**config.mk**
```make
export PLATFORM = sky130hd
export DESIGN_NAME = instr_fetch_unit
export DESIGN_NICKNAME = d
export VERILOG_FILES = /design/src/rtl/riscv_pkg.sv /design/src/rtl/instr_fetch_unit.sv
export SDC_FILE = /design/constraint.sdc
export NUM_CORES = 1
export LEC_CHECK = 0
export ABC_AREA = 0
export CORE_MARGIN = 4
export CORE_UTILIZATION = 45
export CTS_CLUSTER_DIAMETER = 30
export DETAILED_ROUTE_END_ITERATION = 12
export PLACE_DENSITY = 0.81
export REMOVE_ABC_BUFFERS = 1
export SYNTH_ARGS = -nofsm -noshare
export SYNTH_HDL_FRONTEND = slang
export SYNTH_SLANG_ARGS = --single-unit
```
**constraint.sdc**
```tcl
create_clock -name clk -period 2.9 [get_ports clk]
set_input_delay 0.435 -clock clk [delete_from_list [all_inputs] [get_ports clk]]
set_output_delay 0.435 -clock clk [all_outputs]
set_load 0.02 [all_outputs]
```
**src/rtl/riscv_pkg.sv**
```systemverilog
// Shared RISC-V definitions for the fetch front end and Control_Unit.
// Contents:
//   - opcode constants for the supported base instruction classes
//   - fetch_state_t, the fetch FSM state encoding
//   - INSTR_BYTES, the instruction size used for sequential PC advance
//   - is_supported_op(), true for the opcodes the datapath implements
package riscv_pkg;

  localparam logic [6:0] OP_RTYPE  = 7'b0110011;
  localparam logic [6:0] OP_LOAD   = 7'b0000011;
  localparam logic [6:0] OP_STORE  = 7'b0100011;
  localparam logic [6:0] OP_BRANCH = 7'b1100011;

  localparam int unsigned INSTR_BYTES = 4;

  typedef enum logic [2:0] {
    StIdle,
    StReq,
    StWait,
    StHold,
    StFlush
  } fetch_state_t;

  function automatic logic is_supported_op(input logic [6:0] op);
    return (op == OP_RTYPE) || (op == OP_LOAD) || (op == OP_STORE) || (op == OP_BRANCH);
  endfunction

endpackage

```
**src/rtl/instr_fetch_unit.sv**
```systemverilog
// Instruction fetch front end.
// Issues one instruction-memory request at a time from the PC, captures the
// returned word into an output register and offers it to decode with a
// valid/ready handshake. A branch/jump redirect overrides the PC and discards
// any response belonging to a fetch that was already in flight.
//
// Ports:
//   clk, rst_n                    clock, asynchronous active-low reset
//   imem_req_valid/ready/addr     request channel, addr is the current PC
//   imem_rsp_valid/data           one response per accepted request
//   instr_valid/ready             handshake towards decode
//   instr, instr_pc, opcode       registered word, its PC, and instr[6:0]
//   redirect_valid, redirect_pc   taken branch/jump, low two bits ignored
//   illegal                       unsupported opcode, qualified by instr_valid
//
// Optional feature: define FETCH_ILLEGAL_CHECK_EN to add the `illegal` port and
// its opcode check. Without the macro the port and logic are absent.
module instr_fetch_unit
  import riscv_pkg::*;
#(
  parameter int unsigned      XLEN     = 32,
  parameter logic [XLEN-1:0]  RESET_PC = '0
) (
  input  logic            clk,
  input  logic            rst_n,
  // Instruction memory request
  output logic            imem_req_valid,
  input  logic            imem_req_ready,
  output logic [XLEN-1:0] imem_req_addr,
  // Instruction memory response
  input  logic            imem_rsp_valid,
  input  logic [31:0]     imem_rsp_data,
  // Decode side
  output logic            instr_valid,
  input  logic            instr_ready,
  output logic [31:0]     instr,
  output logic [XLEN-1:0] instr_pc,
  output logic [6:0]      opcode,
`ifdef FETCH_ILLEGAL_CHECK_EN
  output logic            illegal,
`endif
  // Redirect
  input  logic            redirect_valid,
  input  logic [XLEN-1:0] redirect_pc
);

  fetch_state_t    state_q, state_d;
  logic [XLEN-1:0] pc_q, pc_d;
  logic            req_valid_q, req_valid_d;
  logic [31:0]     instr_q, instr_d;
  logic [XLEN-1:0] instr_pc_q, instr_pc_d;
  logic            instr_valid_q, instr_valid_d;
  logic            capture;

  logic [XLEN-1:0] redirect_target;
  logic [XLEN-1:0] pc_next_seq;

  assign redirect_target = {redirect_pc[XLEN-1:2], 2'b00};
  // Natural overflow gives the required modulo-2^XLEN wrap.
  assign pc_next_seq     = pc_q + XLEN'(INSTR_BYTES);

  // Redirect target is word aligned, so the low address bits are never used.
  logic unused_redirect_lsbs;
  assign unused_redirect_lsbs = ^redirect_pc[1:0];

  always_comb begin
    state_d       = state_q;
    pc_d          = pc_q;
    instr_d       = instr_q;
    instr_pc_d    = instr_pc_q;
    instr_valid_d = instr_valid_q;
    capture       = 1'b0;

    unique case (state_q)
      StIdle: begin
        state_d = StReq;
      end

      StReq: begin
        if (redirect_valid) begin
          pc_d          = redirect_target;
          instr_valid_d = 1'b0;
          // An accepted old-address request still owes us a response.
          state_d       = imem_req_ready ? StFlush : StReq;
        end else if (imem_req_ready) begin
          state_d = StWait;
        end
      end

      StWait: begin
        if (redirect_valid) begin
          pc_d          = redirect_target;
          instr_valid_d = 1'b0;
          state_d       = imem_rsp_valid ? StReq : StFlush;
        end else if (imem_rsp_valid) begin
          capture       = 1'b1;
          instr_d       = imem_rsp_data;
          instr_pc_d    = pc_q;
          instr_valid_d = 1'b1;
          pc_d          = pc_next_seq;
          state_d       = StHold;
        end
      end

      StHold: begin
        // A redirect alongside instr_ready still completes the decode handshake.
        if (redirect_valid) begin
          pc_d          = redirect_target;
          instr_valid_d = 1'b0;
          state_d       = StReq;
        end else if (instr_ready) begin
          instr_valid_d = 1'b0;
          state_d       = StReq;
        end
      end

      StFlush: begin
        if (redirect_valid) begin
          pc_d          = redirect_target;
          instr_valid_d = 1'b0;
        end
        // Leave only once the stale response has been swallowed, otherwise
        // it could be mistaken for the reply to the next request.
        if (imem_rsp_valid) begin
          state_d = StReq;
        end
      end

      default: begin
        state_d = StIdle;
      end
    endcase

    req_valid_d = (state_d == StReq);
  end

  always_ff @(posedge clk or negedge rst_n) begin
    if (!rst_n) begin
      state_q       <= StIdle;
      pc_q          <= RESET_PC;
      req_valid_q   <= 1'b0;
      instr_q       <= '0;
      instr_pc_q    <= '0;
      instr_valid_q <= 1'b0;
    end else begin
      state_q       <= state_d;
      pc_q          <= pc_d;
      req_valid_q   <= req_valid_d;
      instr_q       <= instr_d;
      instr_pc_q    <= instr_pc_d;
      instr_valid_q <= instr_valid_d;
    end
  end

  assign imem_req_valid = req_valid_q;
  assign imem_req_addr  = pc_q;
  assign instr_valid    = instr_valid_q;
  assign instr          = instr_q;
  assign instr_pc       = instr_pc_q;
  assign opcode         = instr_q[6:0];

`ifdef FETCH_ILLEGAL_CHECK_EN
  logic illegal_q, illegal_d;

  always_comb begin
    illegal_d = illegal_q;
    if (capture) begin
      illegal_d = ~is_supported_op(imem_rsp_data[6:0]);
    end
  end

  always_ff @(posedge clk or negedge rst_n) begin
    if (!rst_n) begin
      illegal_q <= 1'b0;
    end else begin
      illegal_q <= illegal_d;
    end
  end

  assign illegal = illegal_q & instr_valid_q;
`else
  logic unused_capture;
  assign unused_capture = capture;
`endif

endmodule

```
==> metrics.cfg, run 1 <==
[cts]
postCtsHoldBufs = 0
ctsHtreeMaxLevel = 3
worstSkewPairLatency_ns = 0.36
cts_root_buf = clkbuf_8
postCtsSetupRepairBufs = 0
ctsResizeCount = 0
clockBufferDepth = 2
clk_pin_slew_ns = 0.09
cts_tree = built
cts_buffers = 9
clock-sinks = 97

[route]
drt-initial-drc-count = 297
first_pass_iters = 5
ant_nets = 0
routed_via_density = 5.70
drt_wl_total_mm = 13.6
num_vias = 4222
routedWlPerCell_um = 18.3
post-route-drc-count = 0

[critical_path]
r2r_end = imem_req_addr[28]$_DFFE_PN0P_
critPathKind = reg -> reg
reg2reg_setup_slack_ns = 0.49
cp.required_ns = 3.15
r2r_start = imem_req_addr[2]$_DFFE_PN0P_
cp-end-kind = register
r2r_cells = 6
cp_data_arrival_time_ns = 2.67
crit_path_max_fanout = 11
worst_setup_path_start_kind = register
timing.critical_path.from = imem_req_addr[2]$_DFFE_PN0P_

[grt]
antenna_found_initial = 0
grt_start_max_net_pins = 98
grt_pass1_vias = 4510
grtUsageMet3_pct = 6.14
grtUsageMet1_pct = 27.6
grt_first_pass_wirelength_mm = 22.7
grt_util_met2_pct = 38.1
track_usage_pct = 22.4
gr-max-usage-layer = met2
grt_overflow_total = 0

[die]
core_area_sq_mm = 0.0103
ios = 175
rows = 37
initial_core_util_pct = 46.1
dieArea_sq_mm = 0.0122
die_w_um = 111
dieHeight_um = 111

[pwr]
power.leakage_nw = 2.76
ir_drop_mv = 0.573
powerDensity_mw_per_mm2 = 1090

[timing]
maxSlewViolCount = 0
fin_crit_sh_pct = 83.1
hold_viol = 0
skew_ns = 0.0117
slew_headroom_pct = 64.5
rsz0062_at_grt = no
final.min_clock_period_ns = 2.41
max_freq_ghz = 0.415
hold_ws_ns = 0.0956
worstMarginPinSlew_ns = 0.532
setup_viol = 0

[synthesis]
netlist_area_sq_mm = 0.00474
async_flop_share_pct = 100
synth.yosys.warnings = 0
synth.avg_cell_area_sq_um = 10.7
ys.flop_type = dfrtp_1
ys_seq_elements = 97
syn_inst = 443
ys_seq_area_share_pct = 51.2
synth_edf_count = 0
synth_cell_types = 54

[placed_design]
dp_hpwl_mm = 9.84
io_buffer_count = 168
globalplace.congestion = 0.882
dp.cells = 725

[layout]
nets = 671
instances_no_fill = 741
fill_cells = 840
drive_gt1_share_pct = 16.5
diodes = 0
layout_commonest_cell = clkdlybuf4s50_1
area_delta_synth_final_pct = 41.4
mostFrequentLayoutCells = clkdlybuf4s50_1 (167), dfrtp_1 (97), mux2_2 (56)

[min_path]
min_path_type = in -> async

[run_status]
outcome = completed

[run]
cap_violations = 0

worst max-delay path, stage by stage (launching register included):
cell	delay (ns)
dfrtp_1	0.49
ha_1	0.30
nand4_1	0.16
or4_4	0.66
nor3_1	0.32
nor3_1	0.08
a311oi_1	0.29
routing by layer:
| layer | routed length [um] | vias up | share of wire [%] |
|---|---|---|---|
| met3 | 964 | 15 | 7.1 |
| li1 | - | 1937 | - |
| met5 | 0 | - | 0 |
| met2 | 6840 | 175 | 50 |
| met1 | 5580 | 2095 | 41 |
| met4 | 206 | 0 | 1.5 |
synthesized netlist by cell type (4+ instances only):
cell type	number	area, sq um
buf_1	6	22.5
nand2_1	39	146
nor2_1	12	45.0
a311oi_1	4	35.0
and3_1	7	43.8
buf_2	10	50.1
nand3b_1	4	30.0
nor2b_1	5	31.3
o22ai_1	6	37.5
nand4_1	10	62.6
o21ai_0	21	105
nand3_1	18	90.1
buf_4	11	82.6
o21ai_1	7	35.0
dfrtp_1	97	2430
a21oi_1	37	185
clkbuf_1	12	45.0
mux2_2	56	631
nor3_1	13	65.1
a211oi_1	6	45.0
o31ai_1	7	52.6
metrics by stage:
stage / cell area, sq um / total power [W] / util, % / setup TNS [ns] / setup WS, ns
6_report: 6700 / 0.00727 / 65.2 / 0 / 0.489
5_1_grt: 6700 / 0.00772 / 65.2 / 0 / 0.445
4_1_cts: 6700 / 0.00732 / 65.2 / 0 / 0.532
3_5_place_dp: 6520 / 0.00650 / 63.5 / 0 / 0.404
3_3_place_gp: 6520 / 0.00634 / 63.5 / 0 / 0.455
2_1_floorplan: 4540 / 0.00449 / - / -0.261 / -0.151
cell families (layout without fill, tap and decap cells):
family | after synthesis | after routing | share of synthesized area, %
and+or+nand+nor | 133 | 133 | 15.4
buffers and inverters | 43 | 202 | 4.70
DFF | 97 | 97 | 51.2
AOI/OAI and AO/OA | 111 | 111 | 14.8
adders and majority gates | 1 | 1 | 0.264
other | 1 | 4 | 0.0792
muxes | 57 | 57 | 13.5
where the power goes:
part	internal (W)	leakage [nW]	switching (W)
Sequential	0.00197	1.18	0.000639
Clock	0.000333	0.0891	0.000467
Combinational	0.00189	1.49	0.00198
final cells by class:
type	instances	area (sq um)	share of cell area [%]
clock buffer	11	141	2.11
clock inverter	5	31.3	0.467
multi-input combinational	306	2110	31.5
tap	136	170	2.54
inverter	3	11.3	0.168
timing repair buffer	183	1800	26.9
sequential	97	2430	36.2
how the worst max path moves through the flow:
stage / cells after the start / slack, ns / endpoint
after global placement: 6 / 0.45 / imem_req_addr[31]$_DFFE_PN0P_
final: 6 / 0.49 / imem_req_addr[28]$_DFFE_PN0P_
after floorplan: 5 / -0.15 / imem_req_addr[31]$_DFFE_PN0P_
after CTS: 6 / 0.53 / imem_req_addr[22]$_DFFE_PN0P_
after detailed placement: 6 / 0.40 / imem_req_addr[31]$_DFFE_PN0P_
after global routing: 6 / 0.45 / imem_req_addr[22]$_DFFE_PN0P_
registers in the layout, indices dropped and copies added (netlist names):
register / flops
imem_req_valid: 1
imem_req_addr: 30
instr: 32
instr_valid: 1
state_q: 3
instr_pc: 30
(Power assumes the default switching activity.)
==> inputs of run 2 (changes only) <==
- CORE_UTILIZATION: 45 -> 40
- PLACE_DENSITY: 0.81 -> 0.76
- clock period: 2.9 -> 2.19 ns (I/O delays scaled with it)
==> metrics.cfg, run 2 (same netlist as run 1, synthesis figures left out) <==
[layout]
largest_reg_flops = 32
mostFrequentLayoutCells = clkdlybuf4s50_1 (167), dfrtp_1 (97), mux2_2 (56)
drive_gt1_share_pct = 20.8
diodes = 0
area_delta_synth_final_pct = 50.3
layout_commonest_cell = clkdlybuf4s50_1
nets = 704

[die]
die_w_um = 117
core_area_sq_mm = 0.0115
dieArea_sq_mm = 0.0136
dieHeight_um = 117
rows = 39
initial_core_util_pct = 41.1
ios = 175

[run_status]
outcome = completed

[pwr]
ir_drop_mv = 0.732
seqPwrFrac_pct = 30.4
power_w = 0.0105
switching_power_w = 0.00418
switching_share_pct = 39.8
p_int_w = 0.00632
power.leakage_nw = 2.99
pwr-share-comb_pct = 54.4
p_clk_share_pct = 15.3
powerDensity_mw_per_mm2 = 1480

[critical_path]
critPathKind = reg -> reg
cp_data_arrival_time_ns = 2.25
path_buf_inv = 1
reg2reg_setup_slack_ns = 0.20
critPathMaxStageDelay_ns = 0.53
cpMaxStageDelayCell = dfrtp_1
crit_family = simple AND/OR/NAND/NOR gates
path_cells = nor3b_4 -> a2bb2oi_2 -> and2_1 -> buf_12 -> or3_1 -> o211ai_1
cp.required_ns = 2.45
crit_path_max_fanout = 13
cp-end-kind = register
worst_setup_path_start_kind = register

[timing]
tns_ns = 0
setup_slack_ns = 0.198
rsz0062_at_grt = no
hold_viol = 0
max_freq_ghz = 0.502
fin_crit_sh_pct = 90.9
maxSlewViolCount = 0
setup_viol = 0
final.min_clock_period_ns = 1.99
skew_ns = 0.00674

[cts]
ctsHtreeMaxLevel = 3
cts_tree = built
cts_buffers = 9
clock-sinks = 97
clockBufferDepth = 2
worstSkewPairLatency_ns = 0.34
clk_pin_slew_ns = 0.07
cts_root_buf = clkbuf_16

[route]
num_vias = 4290
drt-initial-drc-count = 261
routedWlPerCell_um = 17.4
first_pass_iters = 4
ant_nets = 0
routed_via_density = 5.49
drt_wl_total_mm = 13.6
post-route-drc-count = 0

[placed_design]
globalplace.congestion = 0.898
preCtsSetupSlack_ns = -0.0779
dp_hpwl_mm = 10.1
io_buffer_count = 168

[grt]
grt_first_pass_wirelength_mm = 21.8
antenna_found_initial = 0
track_usage_pct = 20.3
grt_overflow_total = 0
grt_start_max_net_pins = 68
grt_pass1_vias = 4306

[run]
cap_violations = 0

[min_path]
min_path_type = in -> async

==> run 2: changes by cell type in the layout (fill, tap and decap cells not counted), sizes merged <==
cell and change:
clkinv -1, buf +32, bufinv +1, inv +1, dlygate4sd3 +1, clkbuf -1
==> run 2: metrics by stage <==
step	hold slack, ns	utilization (%)	cells	instance area (sq um)
2_1_floorplan	0.0329	-	406	4540
3_3_place_gp	0.294	59.0	764	6800
3_5_place_dp	0.300	59.0	764	6800
4_1_cts	0.478	61.8	781	7110
5_1_grt	0.496	61.8	781	7120
6_report	0.467	61.8	781	7120
==> run 2: final timing paths <==
kind | startpoint | cells past startpoint | end
setup / recovery | state_q[0]$_DFF_PN0_ | 6 | imem_req_addr[2]$_DFFE_PN0P_
hold / removal | rst_n | 2 | imem_req_addr[21]$_DFFE_PN0P_
setup reg to reg | state_q[0]$_DFF_PN0_ | 6 | imem_req_addr[2]$_DFFE_PN0P_
hold reg to reg | instr_pc[30]$_DFFE_PN0P_ | 2 | instr_pc[30]$_DFFE_PN0P_
max in group asynchronous | rst_n | 3 | instr[2]$_DFFE_PN0P_
min in group clk | instr_pc[30]$_DFFE_PN0P_ | 2 | instr_pc[30]$_DFFE_PN0P_
==> run 2: routing by layer <==
metal | vias to the layer above | track usage [%] | routed length (um)
li1 | 2008 | - | -
met3 | 15 | 5.35 | 1140
met4 | 0 | 6.35 | 180
met1 | 2112 | 26.3 | 5590
met2 | 155 | 33.3 | 6700
met5 | - | 0 | 0
==> run 2: area by class of cell <==
| type | instances | area, sq um |
|---|---|---|
| Inverter | 3 | 11.3 |
| Timing Repair Buffer | 216 | 2080 |
| Tap cell | 143 | 179 |
| Multi-Input combinational cell | 306 | 2120 |
| Clock buffer | 10 | 239 |
| Clock inverter | 6 | 65.1 |
| Fill cell | 994 | 4400 |
| Sequential cell | 97 | 2430 |
==> run 2: power by group through the flow <==
| stage | Clock [W] | Sequential (W) | Combinational, W |
|---|---|---|---|
| 2_1_floorplan | 0 | 0.00438 | 0.00156 |
| 3_3_place_gp | 0 | 0.00316 | 0.00560 |
| 3_5_place_dp | 0 | 0.00322 | 0.00571 |
| 4_1_cts | 0.00165 | 0.00319 | 0.00575 |
| 5_1_grt | 0.00173 | 0.00331 | 0.00612 |
| 6_report | 0.00160 | 0.00319 | 0.00571 |
==> run 2: worst reg2reg max path, cell delays in order (launching register included) <==
cell and delay [ns]:
dfrtp_1 0.53, nor3b_4 0.37, a2bb2oi_2 0.14, and2_1 0.25, buf_12 0.18, or3_1 0.34, o211ai_1 0.11
==> run 2: what timing repair did <==
action | 4_1_cts | 5_1_grt
hold buffers | 1 | 0
setup endpoints to repair | 0 | 3
hold endpoints to repair | 30 | 0
resized for setup | 0 | 1
buffers inserted | 0 | 0
==> inputs of run 3 (changes only) <==
- MAX_ROUTING_LAYER: default -> met4
==> metrics.cfg, run 3 (same netlist as run 1, synthesis figures left out) <==
[layout]
final_util_pct = 61.8
mostFrequentLayoutCells = clkdlybuf4s50_1 (167), dfrtp_1 (97), mux2_2 (56)
fin_area_sq_mm = 0.00712
nets = 704
drive_gt1_share_pct = 20.8
area_delta_synth_final_pct = 50.3
fill_cells = 994
largest_reg_flops = 32
layout_commonest_cell = clkdlybuf4s50_1
diodes = 0

[pwr]
powerDensity_mw_per_mm2 = 1480
switching_power_w = 0.00418
p_int_w = 0.00632
p_clk_share_pct = 15.3
seqPwrFrac_pct = 30.4
switching_share_pct = 39.8
ir_drop_mv = 0.731
power.leakage_nw = 2.99
pwr-share-comb_pct = 54.4
power_w = 0.0105

[placed_design]
dpl_cell_area_sq_mm = 0.00680
globalplace.congestion = 0.913
preCtsSetupSlack_ns = -0.0779
io_buffer_count = 168
dp_hpwl_mm = 10.1

[cts]
cts_root_buf = clkbuf_16
clock-sinks = 97
worstSkewPairLatency_ns = 0.34
cts_buffers = 9
postCtsSetupRepairBufs = 0
cts_tree = built
ctsHtreeMaxLevel = 3
clockBufferDepth = 2
clk_pin_slew_ns = 0.07

[grt]
grt_pass1_vias = 4317
antenna_found_initial = 0
grt_first_pass_wirelength_mm = 21.9
track_usage_pct = 20.9
grt_start_max_net_pins = 68
grt_overflow_total = 0

[route]
num_vias = 4280
routed_via_density = 5.48
drt_wl_total_mm = 13.6
drt-initial-drc-count = 234
first_pass_iters = 4
routedWlPerCell_um = 17.5
ant_nets = 0
post-route-drc-count = 0

[die]
dieHeight_um = 117
rows = 39
ios = 175
initial_core_util_pct = 41.1
dieArea_sq_mm = 0.0136
core_area_sq_mm = 0.0115
die_w_um = 117

[timing]
final.min_clock_period_ns = 1.98
fin_crit_sh_pct = 90.6
skew_ns = 0.00680
max_freq_ghz = 0.504
setup_viol = 0
maxSlewViolCount = 0
setup_slack_ns = 0.205
hold_ws_ns = 0.470
hold_viol = 0
rsz0062_at_grt = no

[critical_path]
cp-end-kind = register
cp_data_arrival_time_ns = 2.24
crit_path_max_fanout = 13
r2r_start = state_q[0]$_DFF_PN0_
cp.required_ns = 2.44
r2r_end = imem_req_addr[2]$_DFFE_PN0P_
critPathKind = reg -> reg
reg2reg_setup_slack_ns = 0.21
worst_setup_path_start_kind = register
r2r_cells = 6

[run_status]
outcome = completed

[min_path]
min_path_type = in -> async

[run]
cap_violations = 0

run 3: stage by stage:
stage | std cells | setup TNS, ns
6_report | 781 | 0
3_5_place_dp | 764 | -0.593
2_1_floorplan | 406 | -47.49
4_1_cts | 781 | 0
5_1_grt | 781 | 0
3_3_place_gp | 764 | -0.265
run 3: worst max-delay path, cell delays in order (launching register included):
cell and delay, ns:
dfrtp_1 0.53, nor3b_4 0.37, a2bb2oi_2 0.14, and2_1 0.24
buf_12 0.17, or3_1 0.33, o211ai_1 0.11
run 3: what timing repair did:
action,CTS,global route
gates resized for setup,0,1
setup endpoints to repair,0,3
hold buffers,1,0
hold endpoints to repair,30,0
run 3: routing by layer:
| metal | wire length (um) | share of wire [%] | track usage, % |
|---|---|---|---|
| met3 | 968 | 7.1 | 4.11 |
| met4 | 201 | 1.5 | 6.35 |
| met5 | 0 | 0 | - |
| met2 | 6640 | 49 | 33.4 |
| met1 | 5830 | 43 | 27.1 |
run 3: worst max-delay path by stage:
stage	start	end	slack [ns]	cells after the start
2_1_floorplan	state_q[0]$_DFF_PN0_	imem_req_addr[31]$_DFFE_PN0P_	-0.86	5
5_1_grt	imem_req_addr[2]$_DFFE_PN0P_	imem_req_addr[26]$_DFFE_PN0P_	0.04	7
3_5_place_dp	redirect_valid	imem_req_addr[24]$_DFFE_PN0P_	-0.08	7
4_1_cts	imem_req_addr[2]$_DFFE_PN0P_	imem_req_addr[22]$_DFFE_PN0P_	0.11	6
3_3_place_gp	redirect_valid	imem_req_addr[24]$_DFFE_PN0P_	-0.05	7
6_report	state_q[0]$_DFF_PN0_	imem_req_addr[2]$_DFFE_PN0P_	0.21	6
run 3: area by class of cell:
| cell class | count | area, sq um | share of cell area [%] |
|---|---|---|---|
| timing repair buffer | 216 | 2080 | 29.2 |
| clock inverter | 6 | 65.1 | 0.914 |
| sequential | 97 | 2430 | 34.1 |
| multi-input combinational | 306 | 2120 | 29.7 |
| tap | 143 | 179 | 2.51 |
| inverter | 3 | 11.3 | 0.158 |
| clock buffer | 10 | 239 | 3.36 |
run 3: power by group through the flow:
stage          Combinational (W)  Clock [W]  Sequential (W)
6_report                 0.00571    0.00160         0.00319
5_1_grt                  0.00612    0.00173         0.00331
4_1_cts                  0.00575    0.00165         0.00319
3_5_place_dp             0.00571          0         0.00322
3_3_place_gp             0.00560          0         0.00316
2_1_floorplan            0.00156          0         0.00438
